<file path="config.mk">
export PLATFORM = sky130hd
export DESIGN_NAME = bcd_updown_counter
export DESIGN_NICKNAME = d
export VERILOG_FILES = /design/src/rtl/bcd_updown_counter.sv
export SDC_FILE = /design/constraint.sdc
export NUM_CORES = 1
export LEC_CHECK = 0
export CAP_MARGIN = 20
export CORE_ASPECT_RATIO = 0.75
export CORE_MARGIN = 2
export CORE_UTILIZATION = 40
export DETAILED_ROUTE_END_ITERATION = 8
export SLEW_MARGIN = 20
export SYNTH_ARGS = -nofsm -noshare
export SYNTH_HDL_FRONTEND = slang
export SYNTH_SLANG_ARGS = --single-unit
export TNS_END_PERCENT = 20
</file>
<file path="constraint.sdc">
create_clock -name i_clk -period 2.5 [get_ports i_clk]
set_input_delay 0.375 -clock i_clk [delete_from_list [all_inputs] [get_ports i_clk]]
set_output_delay 0.375 -clock i_clk [all_outputs]
set_load 0.005 [all_outputs]
</file>
<file path="src/rtl/bcd_updown_counter.sv">
// bcd_updown_counter: N-digit BCD up/down counter with prescaler, clear and load.
// Optional build macro BCD_COUNTER_SAT_EN: saturate at all-9/all-0 instead of
// wrapping, and expose o_sat.
module bcd_updown_counter #(
  parameter int unsigned NUM_DIGITS = 4,
  parameter int unsigned TICK_DIV   = 10000000
) (
  input  logic                    i_clk,
  input  logic                    i_rst,
  input  logic                    i_en,
  input  logic                    i_up,
  input  logic                    i_clear,
  input  logic                    i_load,
  input  logic [4*NUM_DIGITS-1:0] i_load_val,
  output logic [4*NUM_DIGITS-1:0] o_digits,
  output logic                    o_tick,
  output logic                    o_wrap
`ifdef BCD_COUNTER_SAT_EN
  ,
  output logic                    o_sat
`endif
);

  localparam int unsigned DIG_W = 4 * NUM_DIGITS;
  localparam int unsigned DIV_W = (TICK_DIV > 1) ? $clog2(TICK_DIV) : 1;
  localparam logic [DIV_W-1:0] DIV_LAST = DIV_W'(TICK_DIV - 1);

  logic [DIV_W-1:0] div_q;
  logic [DIV_W-1:0] div_d;
  logic [DIG_W-1:0] digits_q;
  logic [DIG_W-1:0] step_digits_c;
  logic [DIG_W-1:0] load_digits_c;
  logic             at_bound_c;
  logic             step_c;
  logic             tick_q;
  logic             wrap_q;

  assign step_c = i_en && (div_q == DIV_LAST);

  // Prescaler next value: free-runs while enabled, holds phase otherwise.
  always_comb begin
    div_d = div_q;
    if (i_en) begin
      div_d = step_c ? '0 : div_q + DIV_W'(1);
    end
  end

  // Digit ripple: carry/borrow propagates while digits sit at the bound.
  // A carry surviving past the top digit means the whole value is at the bound.
  always_comb begin
    logic       carry;
    logic [3:0] d;
    carry         = 1'b1;
    d             = 4'd0;
    step_digits_c = digits_q;
    for (int k = 0; k < int'(NUM_DIGITS); k++) begin
      d = digits_q[4*k +: 4];
      if (carry) begin
        if (i_up) begin
          if (d >= 4'd9) begin
            step_digits_c[4*k +: 4] = 4'd0;
          end else begin
            step_digits_c[4*k +: 4] = d + 4'd1;
            carry                   = 1'b0;
          end
        end else begin
          if (d == 4'd0) begin
            step_digits_c[4*k +: 4] = 4'd9;
          end else begin
            step_digits_c[4*k +: 4] = d - 4'd1;
            carry                   = 1'b0;
          end
        end
      end
    end
    at_bound_c = carry;
`ifdef BCD_COUNTER_SAT_EN
    if (carry) begin
      step_digits_c = digits_q;
    end
`endif
  end

  // Load value with any non-decimal digit clamped to 9.
  always_comb begin
    load_digits_c = '0;
    for (int k = 0; k < int'(NUM_DIGITS); k++) begin
      load_digits_c[4*k +: 4] = (i_load_val[4*k +: 4] > 4'd9) ? 4'd9 : i_load_val[4*k +: 4];
    end
  end

  // State update in priority order: reset, clear, load, step.
  always_ff @(posedge i_clk or posedge i_rst) begin
    if (i_rst) begin
      digits_q <= '0;
      div_q    <= '0;
      tick_q   <= 1'b0;
      wrap_q   <= 1'b0;
    end else if (i_clear) begin
      digits_q <= '0;
      div_q    <= '0;
      tick_q   <= 1'b0;
      wrap_q   <= 1'b0;
    end else if (i_load) begin
      digits_q <= load_digits_c;
      div_q    <= '0;
      tick_q   <= 1'b0;
      wrap_q   <= 1'b0;
    end else begin
      div_q  <= div_d;
      tick_q <= step_c;
`ifdef BCD_COUNTER_SAT_EN
      wrap_q <= 1'b0;
`else
      wrap_q <= step_c & at_bound_c;
`endif
      if (step_c) begin
        digits_q <= step_digits_c;
      end
    end
  end

  assign o_digits = digits_q;
  assign o_tick   = tick_q;
  assign o_wrap   = wrap_q;
`ifdef BCD_COUNTER_SAT_EN
  // Follows i_up immediately so a direction change is visible at once.
  assign o_sat    = at_bound_c;
`endif

endmodule

</file>
Yosys cells after proc, flatten, opt, wreduce, memory -nomap -nowiden. Index checks and enable logic that the tools add are counted.

Bits in registers: 42. Input bits: 22. Output and inout bits: 18.

Add/sub/neg operators: 9. Order comparisons: 8. Equality and inequality tests: 1. Multiplexer cells: 45. Bitwise operators: 1. Reductions and logical operators: 13.

Operator list (number): 24-bit 2-to-1 mux (4); 4-bit 2-to-1 mux (19); 16-bit 2-to-1 mux (3); 24-bit by 1-bit adder with 24-bit output (second input constant) (1); 24-bit == test (second input constant) (1); 1-bit 2-to-1 mux (19); 4-bit by 1-bit adder with 4-bit output (second input constant) (4); 4-bit greater-or-equal comparator (second input constant) (4); 4-bit greater-than comparator (second input constant) (4); 4-bit zero test (4); 4-bit by 1-bit subtractor with 4-bit output (second input constant) (4); 3-bit nonzero test (5); 2-bit AND reduction (3); 1-bit AND (1); 1-bit logical AND (1).

Logic depth before layout (Yosys ltp). Gate-level depths: netlist (run 1).

Depth in word-level cells: 9. Gate-level depth with buffers: 7.

Least setup slack after synthesis (run 1). No wires, ideal clock.

Kind: register -> register. From: register digits_q[4] (netlist: o_digits[4]). To: register digits_q[15] (netlist: o_digits[15]). Library setup time: 0.127 ns. Arrival: 2.207 ns. Required time: 2.373 ns. Path slack: 0.165 ns. Stages on the path, launching flop included: 8. Path buffers: 0. Clock period less this slack: 2.335 ns. Path through: dfrtp_1 > inv_1 > ha_1 > or4b_1 > o21a_1 > o31ai_1 > and2_4 > mux2_1.

Longest elaborated chain between the ends: 7. Elaborated cells between the ends (all ways): 9. Classes of those cells: 1 x order compare; 5 x mux; 3 x reduce/logical.

Ends and longest elaborated chain: start, declared (RTL line 30) `logic [DIG_W-1:0] digits_q;`; start signal, assigned (RTL line 105) `digits_q <= load_digits_c;`; start signal, assigned (RTL line 118) `digits_q <= step_digits_c;`; 4-bit greater-or-equal comparator or 4-bit zero test (tied branches) (RTL line 60, 67); 1-bit 2-to-1 mux (on tied branches) (RTL line 60, 67); 1-bit 2-to-1 mux (*) (RTL line 59) `if (i_up) begin`; 1-bit 2-to-1 mux (*) (2 in series) (RTL line 58) `if (carry) begin`; 3-bit nonzero test (no source line) (*); 2-bit AND reduction (no source line) (*).

Every way passes the cells marked *; elsewhere a longest branch is shown, timed or not. A chain may end at the register's enable or synchronous reset.

Final worst setup path (run 1).
From: register digits_q[1] (netlist: o_digits[1]). To: register digits_q[15] (netlist: o_digits[15]).

Same word-level chain as after synthesis.

==> flow_summary.toml, run 1 <==
[outcome]
outcome = "complete, no violations"

[sta]
period_share_pct = 93.40
tns_ns = 0
finalCriticalPeriod_ns = 2.335
fin_skew_ns = 0.01168
worst_slew_pin_slew_ns = 1.109
slew-limit-headroom_pct = 25.41
setup_violations = 0
slew_violations = 0
rsz0062_at_grt = "no"
hold_violations = 0
fmax_mhz = 428.3
finalWorstSetupSlack_ns = 0.1650

[clocking]
cts_buffers = 5
clkTransAtPathRegs_ns = 0.10
numClockSinks = 42
post-cts-setup-buffer-count = 0
root_buffer = "clkbuf_8"
h-tree-depth = 2
clockBufferDepth = 2
cts_tree = "yes"
worst_skew_pair.late_latency_ns = 0.30
ctsHoldBuffers = 0

[pwr]
p_per_area_mw_per_mm2 = 454.2
peakVddDrop_mv = 0.2276
power_mw = 1.732
cellLeakagePower_nw = 1.594

[place]
placed_cell_area_mm2 = 0.003707
gp_congestion = 0.8696
dp_slack_ns = -0.1048
dp_hpwl_mm = 5.659
port_buffers = 39

[synth]
synthTopCellsByArea = "dfrtp_1, ha_1, xor2_1"
ys_seq_elements = 42
yosys.area_share.simple_pct = 24.48
yosysMostFrequentCell = "dfrtp_1"
synth_area_mm2 = 0.003010
yosys_most_used_dff = "dfrtp_1"
synth_edf_count = 0
muxShareOfSynthArea_pct = 2.452
synth-compound-area-share_pct = 20.07
synth.largest_area_cell = "dfrtp_1"
synth_top_area_share_pct = 34.91
synth_top_family_by_area = "simple AND/OR/NAND/NOR gates"
ys_async_sr_fraction_pct = 100.0
synth_common_cells = "dfrtp_1, nor2_1, inv_1"
ys_seq_area_share_pct = 34.91
syn_nets = 382
yosysWarnings = 0
yosys.area_share.adder_pct = 5.819
synth.distinct_cells = 62
synthCells = 346
synth-xor-area-share_pct = 7.273
syn_area_per_cell_um2 = 8.701

[min_path]
worstHoldPathType = "in -> async"

[critical_path]
crit_buf_inv = 2
critPathSlowestCell = "or4b_1"
critPathRequiredTime_ns = 2.69
max_stage_delay_ns = 0.46
startpoint = "o_digits[1]$_DFFE_PP0P_"
r2r-start = "o_digits[1]$_DFFE_PP0P_"
start_kind = "flip-flop"
cpLargestDelayFamily = "simple AND/OR/NAND/NOR gates"
cp_max_fo = 5
crit_type = "reg -> reg"
worstPathArrival_ns = 2.52
endpoint_kind = "flip-flop"
cp_cell_sequence = "inv_1 > ha_2 > or4b_1 > o21a_1 > o31ai_2 > buf_4 > and2_4 > mux2_1"

[cells_and_area]
n_fill_cell = 676
num_antenna_cells = 0
fin_util_pct = 52.02
fin_nets = 445
finalInstanceArea_mm2 = 0.003814
drive_above_1_share_pct = 13.66
synthToLayoutAreaGrowth_pct = 26.68

[route]
wl_per_cell_um = 15.18
drc_errors = 0
routed_via_density = 5.524
ant_nets = 0
drt_first_iter_violations = 135
vias = 2823
wl_mm = 7.757
drt-pass1-iter-count = 5

[die]
die_x_um = 104.2
io_pins = 40
dieArea_mm2 = 0.008243
initial_core_util_pct = 41.07
core_mm2 = 0.007331
fp-row-count = 27
fp.dieH_um = 79.13

[global_routing]
grt-ovfl-total = 0
antenna_found_initial = 0
grt_pass1_wl_mm = 13.21
grt_pass1_vias = 2590
grt_max_degree = 43
grtUsageTotal_pct = 19.52

[run]
drv_cap = 0
metal layers:
metal  wire [um]  up-vias  GRT usage (%)
li1            -     1385              -
met1        4063     1344          30.55
met2        3152       89          28.16
met3         494        5          3.038
met4          46        0          3.649
met5           0        -              0
per-stage QoR:
stage                     instances  hold slack, ns
after floorplan                 346          0.5124
after detailed placement        503          0.5492
after CTS                       511          0.5397
after global routing            511          0.5779
final                           511          0.5082
after global placement          503          0.5371
worst min-delay path: cells and delay by family:
kind / cells / cell delay [ns]
buffers and inverters: 3 / 0.91
worst paths after layout:
| check | to | slack, ns | depth (start not counted) |
|---|---|---|---|
| worst max-delay path | o_digits[15]$_DFFE_PP0P_ | 0.17 | 8 |
| worst min-delay path | div_q[23]$_DFFE_PP0P_ | 0.51 | 3 |
| worst max register to register | o_digits[15]$_DFFE_PP0P_ | 0.17 | 8 |
| worst min register to register | div_q[23]$_DFFE_PP0P_ | 0.55 | 2 |
| max in group asynchronous | div_q[2]$_DFFE_PP0P_ | 1.57 | 3 |
| min in group i_clk | div_q[23]$_DFFE_PP0P_ | 0.55 | 2 |
sequential cells by signal, summed over array words and instances (netlist names):
signal / flops
div_q: 24
o_digits: 16
o_tick: 1
o_wrap: 1
what timing repair did:
| item | CTS | global route |
|---|---|---|
| setup endpoints to repair | 0 | 2 |
| gates resized for setup | 0 | 2 |
| endpoints found under the hold margin | 0 | 0 |
kinds of logic after synthesis:
kind of cell	Yosys count
fa+ha+maj	14
compound gates	87
flops	42
mux	7
buf+inv	39
xor+xnor	25
simple gates	132
power by group:
group / total [mW] / internal, mW / switching [mW]
sequential: 0.740 / 0.704 / 0.0357
clock: 0.501 / 0.228 / 0.272
combinational: 0.492 / 0.249 / 0.243
placed cells by master, fill, tap and decap left out, types with 3 or more instances in the layout:
master	count
a211oi_1	6
a21oi_1	21
a221oi_1	3
a311oi_1	5
a31oi_1	6
and2_1	3
and3_1	7
and4_1	3
buf_4	32
clkbuf_8	6
clkdlybuf4s50_1	39
dfrtp_1	42
ha_1	13
inv_1	23
mux2i_1	4
nand2_1	20
nand2b_1	6
nand3_1	12
nand3b_1	4
nand4_1	7
nor2_1	32
nor2b_1	3
nor3_1	8
nor4_1	3
nor4b_1	4
o21a_1	3
o21ai_0	11
o22ai_1	3
o31ai_1	4
or2_2	4
or4b_1	3
xnor2_1	8
xor2_1	17
layout make-up:
type / count / area (um2) / area share (%)
Clock buffer: 6 / 82.58 / 2.165
Clock inverter: 2 / 16.27 / 0.4265
Inverter: 24 / 90.09 / 2.362
Multi-Input combinational cell: 265 / 1817 / 47.64
Sequential cell: 42 / 1051 / 27.56
Tap cell: 101 / 126.4 / 3.314
Timing Repair Buffer: 71 / 630.6 / 16.54
Power figures use the tool's default switching activity.
==> run 2: changes to the inputs <==
--- a/config.mk
+++ b/config.mk
@@ -10,8 +10,8 @@
 export CORE_MARGIN = 2
 export CORE_UTILIZATION = 40
 export DETAILED_ROUTE_END_ITERATION = 8
+export GPL_TIMING_DRIVEN = 0
 export SLEW_MARGIN = 20
 export SYNTH_ARGS = -nofsm -noshare
 export SYNTH_HDL_FRONTEND = slang
 export SYNTH_SLANG_ARGS = --single-unit
-export TNS_END_PERCENT = 20
==> run 2 against run 1 <==
Highest routed layer unchanged. Wire length up 4.6%. Largest cell class unchanged. Clock-buffer cell count did not move. Worst setup slack got worse by 0.064 ns. Critical path depth down 1.
==> flow_summary.toml, run 2 (synthesis gave the netlist of run 1 again) <==
[outcome]
outcome = "complete, no violations"

[clocking]
post-cts-setup-buffer-count = 0
cts_buffers = 5
worst_skew_pair.late_latency_ns = 0.31
clkTransAtPathRegs_ns = 0.09
h-tree-depth = 2
cts_tree = "yes"
root_buffer = "clkbuf_8"
ctsHoldBuffers = 0
clockBufferDepth = 2
numClockSinks = 42

[route]
ant_nets = 0
drc_errors = 0
routed_via_density = 5.663
drt-pass1-iter-count = 5
wl_per_cell_um = 16.36
drt_first_iter_violations = 158
wl_mm = 8.117
vias = 2809

[sta]
finalCriticalPeriod_ns = 2.399
slew_violations = 0
fmax_mhz = 416.9
rsz0062_at_grt = "no"
worst_slew_pin_slew_ns = 0.6576
period_share_pct = 95.94
setup_violations = 0
finalWorstSetupSlack_ns = 0.1015
fin_skew_ns = 0.007570
hold_violations = 0
tns_ns = 0
slew-limit-headroom_pct = 56.00

[place]
gp_congestion = 0.8129
dp_hpwl_mm = 5.921
port_buffers = 39
dp_slack_ns = -0.4147
place_inst = 487

[global_routing]
antenna_found_initial = 0
grtUsageTotal_pct = 19.92
grt_pass1_vias = 2540
grt_max_degree = 34
grt-ovfl-total = 0
grt_pass1_wl_mm = 13.08

[pwr]
seqPwrFrac_pct = 42.2
p_int_mw = 1.227
p_per_area_mw_per_mm2 = 476.1
p_clk_share_pct = 31.2
p_switching_uw = 549.9
cellLeakagePower_nw = 1.503
switching_share_pct = 30.94
comb_power_share_pct = 26.5
power_mw = 1.777
peakVddDrop_mv = 0.2354

[cells_and_area]
stdcell_count = 496
final_common_cell = "dfrtp_1"
n_fill_cell = 715
num_antenna_cells = 0
drive_above_1_share_pct = 10.89
synthToLayoutAreaGrowth_pct = 23.98
largest_register_ffs = 24
fin_nets = 430
fin_util_pct = 50.91
largest-register = "div_q"
most-common-layout-cells = "dfrtp_1, clkdlybuf4s50_1, nor2_1"

[critical_path]
critPathRequiredTime_ns = 2.69
critPathSlowestCell = "dfrtp_2"
cp_cell_sequence = "inv_1 > ha_2 > or4b_1 > o21a_2 > o31ai_4 > and2_4 > mux2_1"
cp_max_fo = 9
crit_buf_inv = 1
start_kind = "flip-flop"
worstPathArrival_ns = 2.59
endpoint_kind = "flip-flop"
crit_type = "reg -> reg"
cpLargestDelayFamily = "simple AND/OR/NAND/NOR gates"
max_stage_delay_ns = 0.47

[die]
initial_core_util_pct = 41.07
dieArea_mm2 = 0.008243
die_x_um = 104.2
core_mm2 = 0.007331
fp-row-count = 27
io_pins = 40
fp.dieH_um = 79.13

[run]
drv_cap = 0

[min_path]
worstHoldPathType = "in -> async"
## run 2: worst register-to-register path: stages (launching register included)
cell and delay (ns):
dfrtp_2 0.47, inv_1 0.11, ha_2 0.23, or4b_1 0.45, o21a_2 0.20, o31ai_4 0.29
and2_4 0.22, mux2_1 0.32
## run 2: final cells by class
cell class                 instances  area, um2  share of cell area (%)
buffer                            15      62.56                   1.676
clock buffer                       6      72.57                   1.944
clock inverter                     2      37.54                   1.006
inverter                          24      90.09                   2.414
multi-input combinational        265       1871                   50.12
sequential                        42       1055                   28.26
tap                              101      126.4                   3.386
timing repair buffer              41      417.9                   11.20
## run 2: power groups by stage
| stage | Clock, mW | Sequential [mW] | Combinational [mW] |
|---|---|---|---|
| 6_report | 0.555 | 0.750 | 0.472 |
| 5_1_grt | 0.604 | 0.756 | 0.521 |
| 4_1_cts | 0.572 | 0.747 | 0.456 |
| 3_5_place_dp | 0 | 0.760 | 0.443 |
| 3_3_place_gp | 0 | 0.760 | 0.435 |
| 2_1_floorplan | 0 | 0.751 | 0.277 |
## run 2: per-layer routing
layer  vias to the layer above  GRT usage [%]  part of all wire (%)
li1                       1364              -                     -
met1                      1353          31.03                    52
met2                        81          26.71                    40
met3                        11          4.926                   6.1
met4                         0          5.270                   1.2
met5                         -              0                     0
## run 2: final timing paths
kind                                         start                        to  slack, ns  depth (start not counted)
hold reg to reg              div_q[23]$_DFFE_PP0P_     div_q[23]$_DFFE_PP0P_       0.56                          2
setup reg to reg           o_digits[4]$_DFFE_PP0P_  o_digits[15]$_DFFE_PP0P_       0.10                          7
setup / recovery           o_digits[4]$_DFFE_PP0P_  o_digits[15]$_DFFE_PP0P_       0.10                          7
hold / removal                               i_rst   o_digits[6]$_DFFE_PP0P_       0.30                          2
max in group asynchronous                    i_rst   o_digits[0]$_DFFE_PP0P_       1.74                          3
min in group i_clk                            i_en      div_q[1]$_DFFE_PP0P_       0.46                          3
## run 2: repair_timing
item | in CTS | in global routing
pin swaps | 0 | 1
endpoints found under the setup margin | 5 | 6
endpoints found under the hold margin | 0 | 0
cloned | 0 | 0
gates resized for setup | 6 | 15
## run 2: metrics by stage
stage / hold WS [ns] / instance area (um2)
global route: 0.3323 / 3732
CTS: 0.3181 / 3691
floorplan: 0.5124 / 3010
detailed placement: 0.5476 / 3547
global placement: 0.5388 / 3527
finish: 0.3034 / 3732
